### src/rtl/knight_anim_pkg.sv
// knight_anim_pkg: shared sprite-ROM layout and status encoding for the knight animation.
package knight_anim_pkg;
    typedef enum logic [1:0] {IDLE, WALK, JUMP, FALL} status_t;

    // Index 0 is the rightmost element: idle, walk, jump-up, fall.
    localparam logic [3:0][3:0] BASE  = {4'd13, 4'd10, 4'd4, 4'd0};
    localparam logic [3:0][2:0] LEN   = {3'd3, 3'd3, 3'd6, 3'd4};
    localparam logic [3:0]      LOOPS = 4'b0011;

    localparam int FRAME_W = 32;
    localparam int FRAME_H = 64;
    localparam logic [9:0] X_CENTER = 10'd320;

    function automatic status_t map_status(input logic [3:0] s);
        return (s > 4'd3) ? IDLE : status_t'(s[1:0]);
    endfunction
endpackage

### src/rtl/knight_sprite_anim_sequencer.sv
// anim_sequencer: per-status frame sequencing with a frame-rate divider.
module anim_sequencer
    import knight_anim_pkg::*;
#(
    parameter int ANIM_DIV = 6
) (
    input  logic       frame_clk,
    input  logic       Reset,
    input  logic [3:0] Player_Status,
    output logic [3:0] anim_frame
);
    localparam logic [5:0] DIV_LAST = 6'(ANIM_DIV - 1);

    status_t    cur_status;
    status_t    next_status;
    logic [5:0] div_cnt;
    logic [2:0] frame_idx;
    logic [2:0] last_idx;

    assign next_status = map_status(Player_Status);
    assign last_idx    = LEN[cur_status] - 3'd1;
    assign anim_frame  = BASE[cur_status] + {1'b0, frame_idx};

    always_ff @(posedge frame_clk or posedge Reset) begin
        if (Reset) begin
            cur_status <= IDLE;
            div_cnt    <= '0;
            frame_idx  <= '0;
        end else if (next_status != cur_status) begin
            cur_status <= next_status;
            div_cnt    <= '0;
            frame_idx  <= '0;
        end else if (div_cnt == DIV_LAST) begin
            div_cnt   <= '0;
            // Looping sequences wrap to 0; one-shots park on their last frame.
            frame_idx <= (frame_idx != last_idx) ? frame_idx + 3'd1 :
                         LOOPS[cur_status] ? 3'd0 : frame_idx;
        end else begin
            div_cnt <= div_cnt + 6'd1;
        end
    end
endmodule

### src/rtl/knight_sprite_anim.sv
// knight_sprite_anim: knight animation state, facing direction and per-pixel sprite-ROM addressing.
module knight_sprite_anim
    import knight_anim_pkg::*;
#(
    parameter int ANIM_DIV = 6,
    parameter int ADDR_W   = 15
) (
    input  logic              Reset,
    input  logic              frame_clk,
    input  logic [9:0]        PlayerX,
    input  logic [9:0]        PlayerY,
    input  logic [9:0]        Player_Size_X,
    input  logic [9:0]        Player_Size_Y,
    input  logic [3:0]        Player_Status,
    input  logic [9:0]        DrawX,
    input  logic [9:0]        DrawY,
    output logic [3:0]        anim_frame,
    output logic              facing_left,
    output logic              is_knight,
    output logic [ADDR_W-1:0] sprite_addr
);
    logic [9:0]        prev_x;
    logic signed [10:0] left;
    logic signed [10:0] top;
    logic signed [10:0] dx;
    logic signed [10:0] dy;
    logic [9:0]        col;
    logic [9:0]        row;

    anim_sequencer #(.ANIM_DIV(ANIM_DIV)) u_seq (
        .frame_clk    (frame_clk),
        .Reset        (Reset),
        .Player_Status(Player_Status),
        .anim_frame   (anim_frame)
    );

    always_ff @(posedge frame_clk or posedge Reset) begin
        if (Reset) begin
            prev_x      <= X_CENTER;
            facing_left <= 1'b0;
        end else begin
            prev_x <= PlayerX;
            if (PlayerX < prev_x)
                facing_left <= 1'b1;
            else if (PlayerX > prev_x)
                facing_left <= 1'b0;
        end
    end

    // Signed offsets keep the box test correct when the knight overhangs the screen edge.
    assign left = $signed({1'b0, PlayerX}) - $signed({2'b0, Player_Size_X[9:1]});
    assign top  = $signed({1'b0, PlayerY}) - $signed({2'b0, Player_Size_Y[9:1]});
    assign dx   = $signed({1'b0, DrawX}) - left;
    assign dy   = $signed({1'b0, DrawY}) - top;

    assign is_knight = !dx[10] && !dy[10] &&
                       (dx < $signed({1'b0, Player_Size_X})) &&
                       (dy < $signed({1'b0, Player_Size_Y}));

    assign col = facing_left ? Player_Size_X - 10'd1 - dx[9:0] : dx[9:0];
    assign row = dy[9:0];

    assign sprite_addr = is_knight ?
        ADDR_W'({28'd0, anim_frame} * FRAME_W * FRAME_H + {22'd0, row} * FRAME_W + {22'd0, col}) :
        '0;
endmodule

### config.mk
export PLATFORM = sky130hd
export DESIGN_NAME = knight_sprite_anim
export DESIGN_NICKNAME = d
export VERILOG_FILES = /design/src/rtl/knight_anim_pkg.sv /design/src/rtl/knight_sprite_anim_sequencer.sv /design/src/rtl/knight_sprite_anim.sv
export SDC_FILE = /design/constraint.sdc
export NUM_CORES = 1
export LEC_CHECK = 0
export ABC_AREA = 1
export BUFFER_PORTS_ARGS = -buffer_cell sky130_fd_sc_hd__buf_2
export CAP_MARGIN = 40
export CORE_AREA = 3 3 140 142
export CTS_CLUSTER_SIZE = 20
export DETAILED_ROUTE_END_ITERATION = 10
export DIE_AREA = 0 0 143 145
export GPL_ROUTABILITY_DRIVEN = 0
export SETUP_SLACK_MARGIN = 0.5
export SLEW_MARGIN = 20
export SYNTH_ARGS = -nofsm -noshare
export SYNTH_HDL_FRONTEND = slang
export SYNTH_HIERARCHICAL = 1
export SYNTH_SLANG_ARGS = --single-unit
### constraint.sdc
create_clock -name frame_clk -period 4.3 [get_ports frame_clk]
set_input_delay 0.43 -clock frame_clk [delete_from_list [all_inputs] [get_ports frame_clk]]
set_output_delay 0.43 -clock frame_clk [all_outputs]
set_load 0.01 [all_outputs]
==> impl.org, run 1 <==
** Run status
- The flow ran to the end, but the final reports show violations.
- The checks that failed: negative setup slack.

** Clock tree
- Clock-pin transition on the worst setup and hold timing paths :: 60 ps
- Clock latency on the worst-skew pair :: 250 ps
- H-Tree Depth :: 1
- After clock tree synthesis, the flow added hold-fix buffers numbering 0.
- The root buffer cell chosen for the clock tree is sky130_fd_sc_hd__clkbuf_16.
- CTS Buffer Depth :: 2
- CTS sink count :: 22
- TritonCTS built the clock tree.
- Number of buffers created by CTS :: 3

** Global routing
- Via count of the first global-routing pass :: 4,082
- Summed over all layers, the global routing overflow is 0.
- The initial antenna violation count was 0.
- First-pass GRT wire length :: 18,400 um
- Across every metal layer, demand over resource in global routing totals 10.7%.
- Maximum number of pins on one net before global-route repair :: 14

** Placement
- After legalization and detailed placement, the total HPWL measured 9520 um.
- Before CTS, the worst setup slack after placement is -615 ps.
- Buffers placed on the I/O ports in this run total 86.

** Layout
- Final nets :: 948
- Leaving out fill and tap cells, the most frequent cells in the layout are 138 x sky130_fd_sc_hd__inv_1, 110 x sky130_fd_sc_hd__nand2_1, 92 x sky130_fd_sc_hd__buf_4.
- The library cell used most frequently in the layout, excluding fill and tap cells, is sky130_fd_sc_hd__inv_1.
- In the final layout, the share of cells above drive strength 1 is 37.9%.
- The number of antenna diodes in the final layout is 0.
- Area overhead of the layout relative to synthesis :: 48.9%

** Power
- Across the VDD grid, the largest voltage drop is 227 uV.
- Leakage power of the design :: 0.00356 uW
- Power spread over the standard cell area amounts to 445 nW/um2.

** Synthesis
- A synthesized cell averages 7.05 um2.
- Distinct cells, synth :: 37
- For this run, the register share of the synthesized area comes to 13.0%.
- Area of the mapped netlist :: 4240 um2
- The synthesized design contains 22 register bits.
- Post-synthesis net count :: 762
- Total number of yosys warnings :: 6
- Synthesis produced a netlist whose cell count is 602.

** Timing
- Setup repair after global routing could not meet its margin everywhere.
- Setup slack on the critical path of the routed design comes to -550 ps.
- The number of hold violations in the final report was 0.
- Based on the critical path, the design can be clocked at up to 206 MHz.
- The clock arrives with 1.29 ps of skew.
- Final min period :: 4850 ps
- The worst pin sits at a relative slew slack of 68.9%.
- The worst path uses 113% of the clock period.
- On the final layout, the worst hold slack is 185 ps.
- Setup violations remaining at the end of the flow were counted as 9.
- For the pin with the worst max-slew slack, the measured transition is 467 ps.
- The count of pins over their slew limit came to 0.

** Detailed routing
- In the final routed layout, each cell accounts on average for 10.9 um.
- After detailed routing, the number of vias per cell comes to 4.08.
- Number of nets with antenna violations after routing :: 0
- The detailed router placed 4,162 vias in this run.
- Drt initial violations :: 130
- Drt total wl :: 11,200 um
- Number of iterations in the first detailed-routing pass :: 5
- In the routed design, unresolved DRC markers number 0.

** Floorplanning
- In this run the horizontal extent of the chip is 143 um.
- Die span in y :: 145 um
- Area of the core :: 18,600 um2
- During I/O placement, the number of pins put on the boundary was 87.
- DIE AREA :: 20,700 um2
- The initial utilization of the core area, before any placement, comes to 22.8%.
- Row generation in the floorplan step produced 50 rows.

** Worst setup path
- The worst register-to-register path begins at prev_x[1]$_DFF_PP0_.
- Arrival time at the worst endpoint :: 4420 ps
- Startpoint types :: primary input
- For the worst flop-to-flop path, the logic depth is 10.
- The critical path is of the primary input to output port type.
- Setup slack on the worst reg-to-reg path comes out at 2730 ps.
- Data on the critical path is required at its endpoint by 3870 ps.
- R2r endpoint :: facing_left$_DFFE_PP0P_
- Kind of end point of the critical path :: output port
- Largest fanout on the critical path :: 5

** Flow run
- The tool flagged a number of max-cap violations equal to 0.

** Hold path
- The path class of the tightest hold or removal check is primary input to async pin.
state kept, by name (all words and copies together), names as in the netlist:
name and flops:
prev_x 10, u_seq/div_cnt 6, u_seq/frame_idx 3, u_seq/cur_status 2
facing_left 1
critical path, cell delays in order:
cell and delay, ps:
sky130_fd_sc_hd__buf_8 80, sky130_fd_sc_hd__inv_4 30, sky130_fd_sc_hd__fa_1 550, sky130_fd_sc_hd__inv_2 50, sky130_fd_sc_hd__ha_4 250, sky130_fd_sc_hd__buf_4 130, sky130_fd_sc_hd__buf_4 120, sky130_fd_sc_hd__a31o_4 230
sky130_fd_sc_hd__xor2_2 160, sky130_fd_sc_hd__inv_2 70, sky130_fd_sc_hd__ha_4 280, sky130_fd_sc_hd__nand2_1 80, sky130_fd_sc_hd__nor2_4 120, sky130_fd_sc_hd__nand2_1 60, sky130_fd_sc_hd__o211ai_1 130, sky130_fd_sc_hd__buf_4 160
sky130_fd_sc_hd__xnor2_2 90, sky130_fd_sc_hd__o21ai_1 70, sky130_fd_sc_hd__ha_1 360, sky130_fd_sc_hd__buf_4 150, sky130_fd_sc_hd__nand4_1 90, sky130_fd_sc_hd__nand3_2 100, sky130_fd_sc_hd__buf_4 130, sky130_fd_sc_hd__buf_4 130
sky130_fd_sc_hd__xnor2_2 140, sky130_fd_sc_hd__nor2_4 90, sky130_fd_sc_hd__buf_6 110
how the worst max path moves through the flow:
stage,from,to,slack [ps],cells after the start
6_report,Player_Size_X[3],sprite_addr[10],-550,27
5_1_grt,Player_Size_X[3],sprite_addr[13],-890,27
4_1_cts,DrawX[2],sprite_addr[12],-490,33
3_5_place_dp,PlayerX[1],sprite_addr[13],-620,25
3_3_place_gp,Player_Size_X[4],sprite_addr[14],-570,32
2_1_floorplan,PlayerX[1],sprite_addr[13],-120,24
power by group:
part           internal [uW]  leakage [uW]  switching (uW)  total, uW
sequential               228      0.000275            22.7        251
clock                    126     0.0000382            73.3        200
combinational           1190       0.00325            1170       2360
metal layers:
metal | track usage (%) | part of all wire (%) | routed length, um | vias up
met5 | 0 | 0 | 0 | -
met4 | 1.05 | 0.36 | 40 | 0
met3 | 1.68 | 3.2 | 356 | 4
met1 | 14.2 | 47 | 5200 | 1867
li1 | - | - | - | 2235
met2 | 19.0 | 50 | 5570 | 56
stage by stage:
stage	power, uW	area, um2	instances	util (%)	TNS [ps]
2_1_floorplan	1550	4380	602	-	-285
3_3_place_gp	2200	5670	997	30.5	-3710
3_5_place_dp	2220	5670	997	30.5	-3930
4_1_cts	2710	6190	1014	33.3	-2950
5_1_grt	3110	6320	1021	34.0	-6950
6_report	2810	6320	1021	34.0	-3640
cell usage after synthesis:
cell,count,area [um2]
sky130_fd_sc_hd__a21o_1,4,30.0
sky130_fd_sc_hd__a21oi_1,30,150
sky130_fd_sc_hd__a31o_2,1,8.76
sky130_fd_sc_hd__a31oi_1,7,43.8
sky130_fd_sc_hd__and2_1,1,6.26
sky130_fd_sc_hd__buf_12,1,20.0
sky130_fd_sc_hd__buf_2,1,5.00
sky130_fd_sc_hd__clkbuf_1,2,7.51
sky130_fd_sc_hd__dfrtp_1,20,500
sky130_fd_sc_hd__dfstp_2,2,52.6
sky130_fd_sc_hd__fa_1,21,420
sky130_fd_sc_hd__ha_1,73,913
sky130_fd_sc_hd__inv_1,152,571
sky130_fd_sc_hd__inv_2,2,7.51
sky130_fd_sc_hd__nand2_1,122,458
sky130_fd_sc_hd__nand2_2,8,50.1
sky130_fd_sc_hd__nand3_1,30,150
sky130_fd_sc_hd__nand3_2,3,30.0
sky130_fd_sc_hd__nand3_4,1,17.5
sky130_fd_sc_hd__nand3b_1,2,15.0
sky130_fd_sc_hd__nand4_1,9,56.3
sky130_fd_sc_hd__nor2_1,35,131
sky130_fd_sc_hd__nor2_2,6,37.5
sky130_fd_sc_hd__nor2_4,8,90.1
sky130_fd_sc_hd__nor3_1,1,5.00
sky130_fd_sc_hd__nor3b_2,1,12.5
sky130_fd_sc_hd__o211ai_1,2,15.0
sky130_fd_sc_hd__o21a_1,3,22.5
sky130_fd_sc_hd__o21ai_0,15,75.1
sky130_fd_sc_hd__o21ai_1,1,5.00
sky130_fd_sc_hd__o21bai_1,4,30.0
sky130_fd_sc_hd__o22ai_1,1,6.26
sky130_fd_sc_hd__or2_1,1,6.26
sky130_fd_sc_hd__or2_2,1,6.26
sky130_fd_sc_hd__xnor2_1,10,87.6
sky130_fd_sc_hd__xnor3_1,1,22.5
sky130_fd_sc_hd__xor2_1,20,175
final cells by class:
type | instances | area (um2)
Timing Repair Buffer | 185 | 1330
Sequential cell | 22 | 553
Fill cell | 1978 | 12300
Tap cell | 234 | 293
Multi-Input combinational cell | 422 | 3480
Clock buffer | 4 | 78.8
Inverter | 154 | 586
cell families (layout without fill, tap and decap cells):
group,count (synthesis),count (layout),share of synthesized area [%]
simple gates,229,229,25.3
buf+inv,158,343,14.4
fa+ha+maj,94,94,31.4
compound gates,68,68,9.11
xor+xnor,31,31,6.73
flops,22,22,13.0
repair_timing:
| action | CTS | global route |
|---|---|---|
| buffers inserted | 12 | 7 |
| setup endpoints to repair | 16 | 16 |
| pin swaps | 55 | 30 |
| resized for setup | 71 | 15 |
| cloned | 1 | 0 |
| hold endpoints to repair | 0 | 0 |
(Power assumes the default switching activity.)
==> run 2, diff against run 1 <==
Settings changed: REMOVE_ABC_BUFFERS set to 1.
==> impl.org, run 2 (synthesis results as in run 1) <==
** Timing
- The ratio of final minimum period to clock period is 113% (+0.12 points).
- The worst hold-check slack came to 170 ps (-15.1 ps).
- Max Clk Rate :: 206 MHz (-0.11%)
- The worst slew margin relative to its limit is 68.9% (about the same).
- The time the worst path needs with I/O delays and setup is 4860 ps (+5.37 ps).
- Unrepaired setup endpoints after global routing :: true
- Hold violation total from the final report :: 0 (unchanged)
- The transition time at the pin with the least slew margin came to 466 ps (-0.962 ps).
- Setup_tns :: -3650 ps (-11.6 ps)
- The count of pins over their slew limit was 0 (unchanged).
- The worst setup slack after layout was -555 ps (-5.37 ps).
- The worst-case clock skew came to 0.820 ps (-0.469 ps).
- Endpoints failing setup :: 9 (unchanged)

** Layout
- The flip-flop count of the largest register, all copies and words added is 10 (unchanged).
- The count of filler cells inserted in the layout came to 1,941 (-1.9%).
- Leading cell type in the layout, fill and taps excluded :: sky130_fd_sc_hd__inv_1
- Largest registers ranked by flip-flop count :: prev_x: 10 flops, u_seq/div_cnt: 6 flops, u_seq/frame_idx: 3 flops
- The share of layout cells above drive strength 1 was 39.4% (+1.6 points).
- Ranked by flip-flop count, first place goes to prev_x.
- The post-layout utilization of the core is 34.8% (+0.79 points).
- Commonest cells after routing, fill and taps aside :: 140 x sky130_fd_sc_hd__inv_1, 107 x sky130_fd_sc_hd__nand2_1, 87 x sky130_fd_sc_hd__buf_4
- The number of antenna diodes was 0 (unchanged).
- The net total in the final layout was 950 (+0.21%).
- Area overhead of the layout relative to synthesis :: 52.4%
- Final Cell Area :: 6460 um2 (+2.3%)

** Floorplanning
- The effective utilization at floorplan is 22.8% (unchanged).
- The number of I/O pins is 87 (unchanged).
- The overall die area is 20,700 um2 (unchanged).
- The core box area is 18,600 um2 (unchanged).
- The height of the chip was 145 um (unchanged).
- Number of placement rows :: 50 (unchanged)
- The die width is 143 um (unchanged).

** Worst setup path
- The maximum single-stage delay on the critical path is 540 ps (about the same).
- The worst setup path is launched from a primary input.
- Slowest cell on the critical path :: sky130_fd_sc_hd__fa_1
- Required time of the critical path :: 3870 ps (about the same)
- Crit. Startpoint :: PlayerX[1]
- Reg2reg setup slack :: 2770 ps (+40 ps)
- Kind of end point of the critical path :: output port
- The critical path is of the primary input to output port type.
- Crit Reg-Reg Startpoint :: prev_x[1]$_DFF_PP0_
- R2r endpoint :: facing_left$_DFFE_PP0P_
- The signal on the critical path passes through buf_6 -> fa_1 -> inv_2 -> fa_2 -> a31o_4 -> xor2_2 -> inv_2 -> ha_4 -> nand2_1 -> nor2_4 -> nand2_2 -> o211ai_1 -> buf_4 -> xnor2_2 -> o21ai_1 -> ha_1 -> a21o_1 -> nand2_1 -> nand3_2 -> nand3_2 -> nand2_1 -> xor2_1 -> nor2_2 -> buf_2.
- Most numerous cell on the critical path :: sky130_fd_sc_hd__nand2_1
- The number of cells traversed by the worst register-to-register path came to 10 (unchanged).
- Largest fanout on the critical path :: 4 (-1)
- Arrival time at the worst endpoint :: 4430 ps (about the same)
- The most critical setup path has its endpoint at sprite_addr[12].

** Placement
- PortBufs :: 86 (unchanged)
- Place WS :: -913 ps (-297 ps)
- Placed Instance Area :: 5530 um2 (-2.4%)
- Sum of net half-perimeters after detailed placement :: 9310 um (-2.2%)

** Power
- Cell area power density :: 457 nW/um2 (+2.6%)
- Worst vdd rail ir drop :: 222 uV (-1.8%)
- Leakage power of the design :: 0.00360 uW (+1.1%)

** Detailed routing
- Drt total wl :: 11,400 um (+2.1%)
- The final routed wire length divided by cell count came to 11.1 um (+1.9%).
- Number of nets with antenna violations after routing :: 0 (unchanged)
- The routed via count was 4,225 (+1.5%).
- Drt initial violations :: 93 (-28%)
- The number of optimization iterations in the first detailed-route pass is 4 (-1).
- The via density per instance was 4.13 (+1.3%).
- DRC violation count after routing :: 0 (unchanged)

** Global routing
- The met3 global-route usage is 1.75% (+0.066 points).
- The global routing stage identified its most utilized layer as met2.
- Via count of the first global-routing pass :: 4,252 (+4.2%)
- Maximum number of pins on one net before global-route repair :: 14 (unchanged)
- The global-route wire length before repair came to 19,400 um (+5.3%).
- GR Layer Usage met1 :: 14.0% (-0.14 points)
- Global routing usage summed across all routing layers :: 11.2% (+0.48 points)
- Met2 Use GR :: 20.5% (+1.5 points)
- Initial antenna violation count :: 1 (+1)
- Total grt overflow :: 0 (unchanged)

** Clock tree
- H-Tree Depth :: 1 (unchanged)
- TritonCTS built the clock tree.
- Number of buffers created by CTS :: 3 (unchanged)
- The hold-fix buffer count after cts was 0 (unchanged).
- The number of buffers on the longest clock path came to 2 (unchanged).
- The clock latency reported for the late side of the worst-skew pair came to 260 ps (about the same).
- CTS sink count :: 22 (unchanged)
- Clk Tree Root Cell :: sky130_fd_sc_hd__clkbuf_16
- Clock-pin transition on the worst setup and hold timing paths :: 60 ps (about the same)

** Run status
- The run finished, with violations left.
- The checks that failed: negative setup slack.

** Flow run
- The number of maximum-capacitance violations is 0 (unchanged).

** Hold path
- In this run the worst hold path is classified as primary input to async pin.
## run 2: cell count changes in the layout (fill, tap and decap cells not counted), moves of 3 or more
cell                      previous run  this run
sky130_fd_sc_hd__a21oi_1            21        18
sky130_fd_sc_hd__a21oi_2             8        11
sky130_fd_sc_hd__buf_4              92        87
sky130_fd_sc_hd__buf_6              18        27
sky130_fd_sc_hd__nand2_1           110       107
sky130_fd_sc_hd__xnor2_2             6         3
## run 2: repair_timing
item,in CTS,in global routing
gates resized for setup,124,14
endpoints found under the setup margin,16,16
gates cloned,1,0
setup buffers,17,5
pin swaps,75,33
## run 2: metal layers
metal | part of all wire (%) | vias to the layer above
met3 | 3.2 | 7
met5 | 0.11 | -
met1 | 44 | 1921
met2 | 52 | 58
li1 | - | 2237
met4 | 0.68 | 2
## run 2: where the power goes
group	total [uW]	internal, uW	switching (uW)
logic	2500	1270	1240
registers	247	229	18.2
clock network	205	127	78.3
total	2960	1620	1330
## run 2: area by class of cell
type                    instances  area [um2]  area share, %
multi-input cells             422        3600           55.7
inverters                     154         581           8.98
flip-flops and latches         22         553           8.56
clock buffers                   4        78.8           1.22
well taps                     234         293           4.53
repair buffers                187        1360           21.0
## run 2: worst min-delay path by stage
stage,startpoint,endpoint,slack (ps),cells after the start
3_5_place_dp,Reset,u_seq/div_cnt[2]$_DFF_PP0_,480,2
3_3_place_gp,Reset,u_seq/div_cnt[2]$_DFF_PP0_,480,2
5_1_grt,Reset,u_seq/div_cnt[1]$_DFF_PP0_,220,2
6_report,Reset,u_seq/div_cnt[1]$_DFF_PP0_,170,2
4_1_cts,Reset,u_seq/div_cnt[1]$_DFF_PP0_,200,2
2_1_floorplan,Reset,facing_left$_DFFE_PP0P_,280,1
## run 2: critical path, delay by kind of cell
| family | cells | cell delay (ps) |
|---|---|---|
| AO/OA/AOI/OAI | 4 | 670 |
| XOR/XNOR | 3 | 390 |
| adder cells (fa/ha/maj) | 4 | 1620 |
| buffers and inverters | 5 | 530 |
| AND/OR/NAND/NOR | 8 | 770 |
## run 2: per-stage QoR
step	cells	total power, uW
after floorplan	598	1410
after global placement	996	2050
after detailed placement	996	2070
after CTS	1018	2860
after global routing	1023	3260
final	1023	2960
